==> src/rtl/ray_dispatcher.sv <==
// Raster-order primary ray generator and frame scheduler for a ray unit cluster.
// Optional stall statistics are enabled by defining RAY_DISPATCHER_STATS_EN.
module ray_dispatcher #(
  parameter int unsigned POSITION_WIDTH = 16,
  parameter int unsigned ADDRESS_WIDTH  = 32,
  parameter int unsigned COLUMN_COUNT   = 160,
  parameter int unsigned ROW_COUNT      = 120
) (
  input  logic                        clock,
  input  logic                        reset,
  input  logic                        frameStart,
  input  logic                        frameAbort,
  output logic                        frameBusy,
  output logic                        frameDone,
  input  logic [3*POSITION_WIDTH-1:0] cameraQ,
  input  logic [3*POSITION_WIDTH-1:0] cameraV0,
  input  logic [3*POSITION_WIDTH-1:0] cameraDX,
  input  logic [3*POSITION_WIDTH-1:0] cameraDY,
  input  logic [ADDRESS_WIDTH-1:0]    frameAddress,
  output logic                        rayStart,
  input  logic                        rayReady,
  input  logic                        rayBusy,
  output logic [3*POSITION_WIDTH-1:0] rayQ,
  output logic [3*POSITION_WIDTH-1:0] rayV,
  output logic [ADDRESS_WIDTH-1:0]    pixelAddress,
  output logic                        flush,
  output logic [31:0]                 stallCycles
);

  // Vectors are packed {z, y, x}, x in the least significant component.
  localparam int unsigned VecW = 3 * POSITION_WIDTH;
  localparam int unsigned ColW = (COLUMN_COUNT > 1) ? $clog2(COLUMN_COUNT) : 1;
  localparam int unsigned RowW = (ROW_COUNT > 1) ? $clog2(ROW_COUNT) : 1;
  localparam logic [ColW-1:0] ColLast = ColW'(COLUMN_COUNT - 1);
  localparam logic [RowW-1:0] RowLast = RowW'(ROW_COUNT - 1);

  typedef enum logic [2:0] {StIdle, StIssue, StDrain, StFlush, StDone} state_e;

  state_e                   state_q;
  logic [ColW-1:0]          col_q;
  logic [RowW-1:0]          row_q;
  logic [VecW-1:0]          row_base_q;
  logic [VecW-1:0]          dx_q;
  logic [VecW-1:0]          dy_q;
  logic [VecW-1:0]          ray_q_q;
  logic [VecW-1:0]          ray_v_q;
  logic [ADDRESS_WIDTH-1:0] addr_q;
  logic                     drain_seen_q;
  logic                     flush_q;
  logic                     done_q;
  logic                     busy_q;

  logic            accept;
  logic            col_end;
  logic            row_end;
  logic [VecW-1:0] next_row_v;

  // Per-component add; each component wraps independently.
  function automatic logic [VecW-1:0] vec_add(input logic [VecW-1:0] a,
                                              input logic [VecW-1:0] b);
    logic [VecW-1:0] s;
    s = '0;
    for (int i = 0; i < 3; i++) begin
      s[i*POSITION_WIDTH +: POSITION_WIDTH] = a[i*POSITION_WIDTH +: POSITION_WIDTH] +
                                              b[i*POSITION_WIDTH +: POSITION_WIDTH];
    end
    return s;
  endfunction

  assign accept     = (state_q == StIssue) && rayReady;
  assign col_end    = (col_q == ColLast);
  assign row_end    = (row_q == RowLast);
  assign next_row_v = vec_add(row_base_q, dy_q);

  always_ff @(posedge clock or negedge reset) begin
    if (!reset) begin
      state_q      <= StIdle;
      col_q        <= '0;
      row_q        <= '0;
      row_base_q   <= '0;
      dx_q         <= '0;
      dy_q         <= '0;
      ray_q_q      <= '0;
      ray_v_q      <= '0;
      addr_q       <= '0;
      drain_seen_q <= 1'b0;
      flush_q      <= 1'b0;
      done_q       <= 1'b0;
      busy_q       <= 1'b0;
    end else begin
      flush_q <= 1'b0;
      done_q  <= 1'b0;
      case (state_q)
        StIdle: begin
          if (frameStart) begin
            col_q      <= '0;
            row_q      <= '0;
            row_base_q <= cameraV0;
            dx_q       <= cameraDX;
            dy_q       <= cameraDY;
            ray_q_q    <= cameraQ;
            ray_v_q    <= cameraV0;
            addr_q     <= frameAddress;
            busy_q     <= 1'b1;
            state_q    <= StIssue;
          end
        end
        StIssue: begin
          if (accept) begin
            if (!col_end) begin
              col_q   <= col_q + ColW'(1);
              ray_v_q <= vec_add(ray_v_q, dx_q);
              addr_q  <= addr_q + ADDRESS_WIDTH'(1);
            end else if (!row_end) begin
              col_q      <= '0;
              row_q      <= row_q + RowW'(1);
              row_base_q <= next_row_v;
              ray_v_q    <= next_row_v;
              addr_q     <= addr_q + ADDRESS_WIDTH'(1);
            end
          end
          if (frameAbort || (accept && col_end && row_end)) begin
            drain_seen_q <= 1'b0;
            state_q      <= StDrain;
          end
        end
        StDrain: begin
          // First DRAIN cycle is unconditional; idle cluster checked from the second on.
          if (!drain_seen_q) begin
            drain_seen_q <= 1'b1;
          end else if (!rayBusy) begin
            flush_q <= 1'b1;
            state_q <= StFlush;
          end
        end
        StFlush: begin
          done_q  <= 1'b1;
          state_q <= StDone;
        end
        StDone: begin
          busy_q  <= 1'b0;
          state_q <= StIdle;
        end
        default: state_q <= StIdle;
      endcase
    end
  end

  assign rayStart     = accept;
  assign rayQ         = ray_q_q;
  assign rayV         = ray_v_q;
  assign pixelAddress = addr_q;
  assign flush        = flush_q;
  assign frameDone    = done_q;
  assign frameBusy    = busy_q;

`ifdef RAY_DISPATCHER_STATS_EN
  logic [31:0] stall_q;

  always_ff @(posedge clock or negedge reset) begin
    if (!reset) begin
      stall_q <= '0;
    end else if ((state_q == StIdle) && frameStart) begin
      stall_q <= '0;
    end else if ((state_q == StIssue) && !rayReady && (stall_q != 32'hFFFF_FFFF)) begin
      stall_q <= stall_q + 32'd1;
    end
  end

  assign stallCycles = stall_q;
`else
  assign stallCycles = 32'd0;
`endif

endmodule

==> config.mk <==
export PLATFORM = sky130hd
export DESIGN_NAME = ray_dispatcher
export DESIGN_NICKNAME = d
export VERILOG_FILES = /design/src/rtl/ray_dispatcher.sv
export SDC_FILE = /design/constraint.sdc
export NUM_CORES = 1
export LEC_CHECK = 0
export CAP_MARGIN = 40
export CORE_ASPECT_RATIO = 1.4
export CORE_UTILIZATION = 35
export CTS_CLUSTER_SIZE = 20
export DETAILED_ROUTE_END_ITERATION = 12
export PLACE_DENSITY_LB_ADDON = 0.12
export SYNTH_ARGS = -nofsm -noshare
export SYNTH_HDL_FRONTEND = slang
export SYNTH_SLANG_ARGS = --single-unit
==> constraint.sdc <==
create_clock -name clock -period 2.55 [get_ports clock]
set_input_delay 0.255 -clock clock [delete_from_list [all_inputs] [get_ports clock]]
set_output_delay 0.255 -clock clock [all_outputs]
set_load 0.03 [all_outputs]
==> run_results.csv <==
group,metric,value,unit
outcome,run_status,"complete, but fails checks",
outcome,violations,"negative setup slack",
floorplan,floorplan.die.height,264,um
worst_setup_path,crit_path_end_kind,"flip-flop",
layout,layout.filler_cells,4598,
synth,synth_enable_flop_cells,0,
routing,drt_iter0_markers,784,
power,power_per_cell_area,1560,nW/um^2
synth,cell_types_with_the_highest_counts_after_synthesis,"628 x sky130_fd_sc_hd__nand2_1, 294 x sky130_fd_sc_hd__dfrtp_1, 163 x sky130_fd_sc_hd__nor2_1",
worst_setup_path,r2r_setup_slack,-150,ps
power,switching_share,45.5,%
floorplan,die_area,49800,sq um
synth,synth_warnings,0,
synth,post_synth.cell_area_avg,8.30,sq um
routing,drt_pre_antenna_iters,7,
timing,timing.final.max_slew_violations,0,
global_route,grt_start_max_net_pins,85,
synth,synth_cell_types,82,
synth,netlist.top_cell.by_area,"sky130_fd_sc_hd__dfrtp_1",
timing,worst_pin_slew,550,ps
layout,drive_gt1_share,13.3,%
place,gp_congestion,0.845,
clock_network,cts_max_level,2,
global_route,antenna_found_initial,2,
clock_network,worst_skew_pair.late_latency,550,ps
place,portBuffers,361,
floorplan,ioPinCount,394,
timing,worst_clock_skew,16.1,ps
power,p_clk_share,13.9,%
power,total_leakage_power,11.1,nW
floorplan,initial_core_util,35.5,%
routing,antenna_left,0,
routing,drt-wirelength-per-cell,18.0,um
timing,setup_repair_after_global_routing_missed_its_margin,"true",
layout,layout.core_utilization,50.2,%
global_route,via_count_of_the_first_global_routing_pass,16200,
worst_setup_path,arrival,3130,ps
synth,synth_top_flop_cell,"sky130_fd_sc_hd__dfrtp_1",
synth,yosysTopAreaCellShare,43.0,%
synth,synthTopCellsByArea,"sky130_fd_sc_hd__dfrtp_1 43%, sky130_fd_sc_hd__nand2_1 14%, sky130_fd_sc_hd__ha_1 6.8%",
global_route,grt_pass1_wl,88400,um
power,seq_power_share,23.1,%
layout,finalNetCount,2840,
worst_setup_path,path_max_fanout,2,
timing,max_freq,0.370,GHz
global_route,track_usage,22.4,%
timing,report.final.hold_viol_count,0,
synth,postSynthCellCount,2060,
synth,synthMostInstantiatedCell,"sky130_fd_sc_hd__nand2_1",
power,power.internal,20.5,mW
clock_network,cts_made_buffers,35,
clock_network,count_of_clock_tree_sinks,294,
power,switchingPower,17.2,mW
clock_network,clockBufferDepth,3,
clock_network,ctsRootBufferMaster,"sky130_fd_sc_hd__clkbuf_16",
timing,slew_headroom,63.3,%
synth,yosysSeqAreaShare,43.0,%
routing,vias_per_cell,5.10,
worst_setup_path,crit_type,"flip-flop to flip-flop",
routing,detail_route.drc_violations,0,
synth,ffs_w_async_s_r_synth,100,%
worst_setup_path,startpoint_type,"flip-flop",
floorplan,die_width,189,um
clock_network,clk_pin_slew_worst_paths,60,ps
synth,mappedNetlistArea,17100,sq um
timing,final_period_demand_of_the_worst_path,2700,ps
clock_network,cts_tree,"done",
timing,final_number_of_setup_violating_endpoints,7,
global_route,grt-ovfl-total,0,
timing,fin_ws,-153,ps
place,detailed_place_hpwl,41000,um
power,vdd_drop_max,0.780,mV
job,max_cap_viol_count,0,
routing,detailroute.via_count,16100,
worst_setup_path,timing.critical_path.required,2970,ps
synth,postSynthRegisterBits,294,
floorplan,rows,95,
timing,fin_crit_sh,106,%
min_path,hold_path_class,"input port to flip-flop",
power,post-layout-total-power,37.7,mW
routing,wirelength,56800,um
layout,layout-area-overhead-vs-synth,41.4,%
power,power_frac_comb,62.9,%
floorplan,design.core.area,48100,sq um
[timing repair]
action                                  4_1_cts  5_1_grt
setup buffers                                 9       20
hold buffers                                  1        0
gates resized for setup                      28       81
gates cloned                                  0        3
hold endpoints to repair                     49        0
endpoints found under the setup margin       21       42
pin swaps                                    24       64
[cell families after synthesis]
group / Yosys count / share of synthesized area, %
simple gates: 916 / 22.0
compound gates: 494 / 17.7
flops: 294 / 43.0
buf+inv: 160 / 4.64
fa+ha+maj: 99 / 7.50
xor+xnor: 84 / 4.43
mux: 12 / 0.710
other cells: 1 / 0.0219
[sequential cells by signal, summed over array words and instances (netlist names)]
register and cells:
rayQ 48, flush 1, dx_q 48, dy_q 48, row_q 7, row_base_q 48, pixelAddress 32, frameDone 1
drain_seen_q 1, col_q 8, rayV 48, state_q 3, frameBusy 1
[power by group through the flow]
stage	Combinational [mW]	Sequential, mW	Clock (mW)
after floorplan	12.7	10.2	0
after detailed placement	22.0	8.69	0
after global routing	26.1	8.98	5.60
final	23.7	8.71	5.26
after global placement	21.7	8.63	0
after CTS	22.5	8.65	5.43
[metrics by stage]
stage	setup TNS [ps]	hold slack, ps	area, sq um	setup WS [ps]	std cells
final	-372	232	24200	-153	3165
after floorplan	-27.6	-40.6	17300	-27.6	2091
after CTS	-552	201	23600	-151	3141
after global placement	-1520	257	22200	-190	3071
after global routing	-1930	220	24200	-262	3165
after detailed placement	-2240	260	22200	-222	3072
[cells in the final DEF (no fill, tap or decap), types with 17 or more instances in the layout]
cell type | netlist | layout
sky130_fd_sc_hd__buf_4 | 36 | 134
sky130_fd_sc_hd__buf_12 | 0 | 17
sky130_fd_sc_hd__a21oi_2 | 5 | 22
sky130_fd_sc_hd__inv_1 | 24 | 24
sky130_fd_sc_hd__o22ai_1 | 19 | 19
sky130_fd_sc_hd__nand3_1 | 30 | 30
sky130_fd_sc_hd__nor3_1 | 21 | 18
sky130_fd_sc_hd__nor2_1 | 163 | 154
sky130_fd_sc_hd__a21oi_1 | 156 | 136
sky130_fd_sc_hd__xnor2_1 | 45 | 42
sky130_fd_sc_hd__a21o_1 | 32 | 31
sky130_fd_sc_hd__clkbuf_16 | 0 | 40
sky130_fd_sc_hd__conb_1 | 1 | 32
sky130_fd_sc_hd__dfrtp_1 | 294 | 288
sky130_fd_sc_hd__a31oi_1 | 34 | 30
sky130_fd_sc_hd__o21ai_0 | 131 | 111
sky130_fd_sc_hd__clkdlybuf4s50_1 | 0 | 359
sky130_fd_sc_hd__xor2_1 | 37 | 37
sky130_fd_sc_hd__and3_1 | 19 | 19
sky130_fd_sc_hd__nand2_1 | 628 | 625
sky130_fd_sc_hd__ha_1 | 93 | 76
sky130_fd_sc_hd__o21a_1 | 17 | 17
sky130_fd_sc_hd__o21ai_1 | 5 | 20
[per-layer routing]
metal | vias up | global-route usage [%] | share of wire [%]
met2 | 397 | 41.3 | 52
met4 | 2 | 6.56 | 2.5
met5 | - | 0 | 0.023
met3 | 68 | 4.39 | 4.9
li1 | 7878 | - | -
met1 | 7781 | 25.6 | 40
[area by class of cell]
class	count	area [sq um]	area share, %
timing repair buffer	519	5080	21.0
inverter	24	90.1	0.373
clock buffer	50	1020	4.24
antenna	1	2.50	0.0103
multi-input combinational	1637	9680	40.0
sequential	294	7360	30.5
tap	630	788	3.26
clock inverter	10	150	0.621
[critical path, cell delays in order (launching register included)]
cell	delay (ps)
sky130_fd_sc_hd__dfrtp_1	390
sky130_fd_sc_hd__ha_2	200
sky130_fd_sc_hd__fa_2	370
sky130_fd_sc_hd__a211oi_2	250
sky130_fd_sc_hd__nor2_2	70
sky130_fd_sc_hd__nor4_2	270
sky130_fd_sc_hd__o211ai_1	170
sky130_fd_sc_hd__a21o_1	190
sky130_fd_sc_hd__a31oi_1	180
sky130_fd_sc_hd__xnor2_1	110
sky130_fd_sc_hd__a222oi_1	270
sky130_fd_sc_hd__a21oi_1	110
[path summary, 6_finish.rpt]
check                                           startpoint                   endpoint  depth (start not counted)
worst max-delay path            row_base_q[32]$_DFFE_PN0P_       rayV[46]$_DFFE_PN0P_                         11
worst min-delay path                           cameraQ[14]       rayQ[14]$_DFFE_PN0P_                          3
worst max register to register  row_base_q[32]$_DFFE_PN0P_       rayV[46]$_DFFE_PN0P_                         11
worst min register to register         dy_q[8]$_DFFE_PN0P_        dy_q[8]$_DFFE_PN0P_                          2
max in group asynchronous                            reset  row_base_q[1]$_DFFE_PN0P_                          3
min in group asynchronous                            reset       dx_q[39]$_DFFE_PN0P_                          2
No activity file was read; power rests on OpenSTA's default activity.
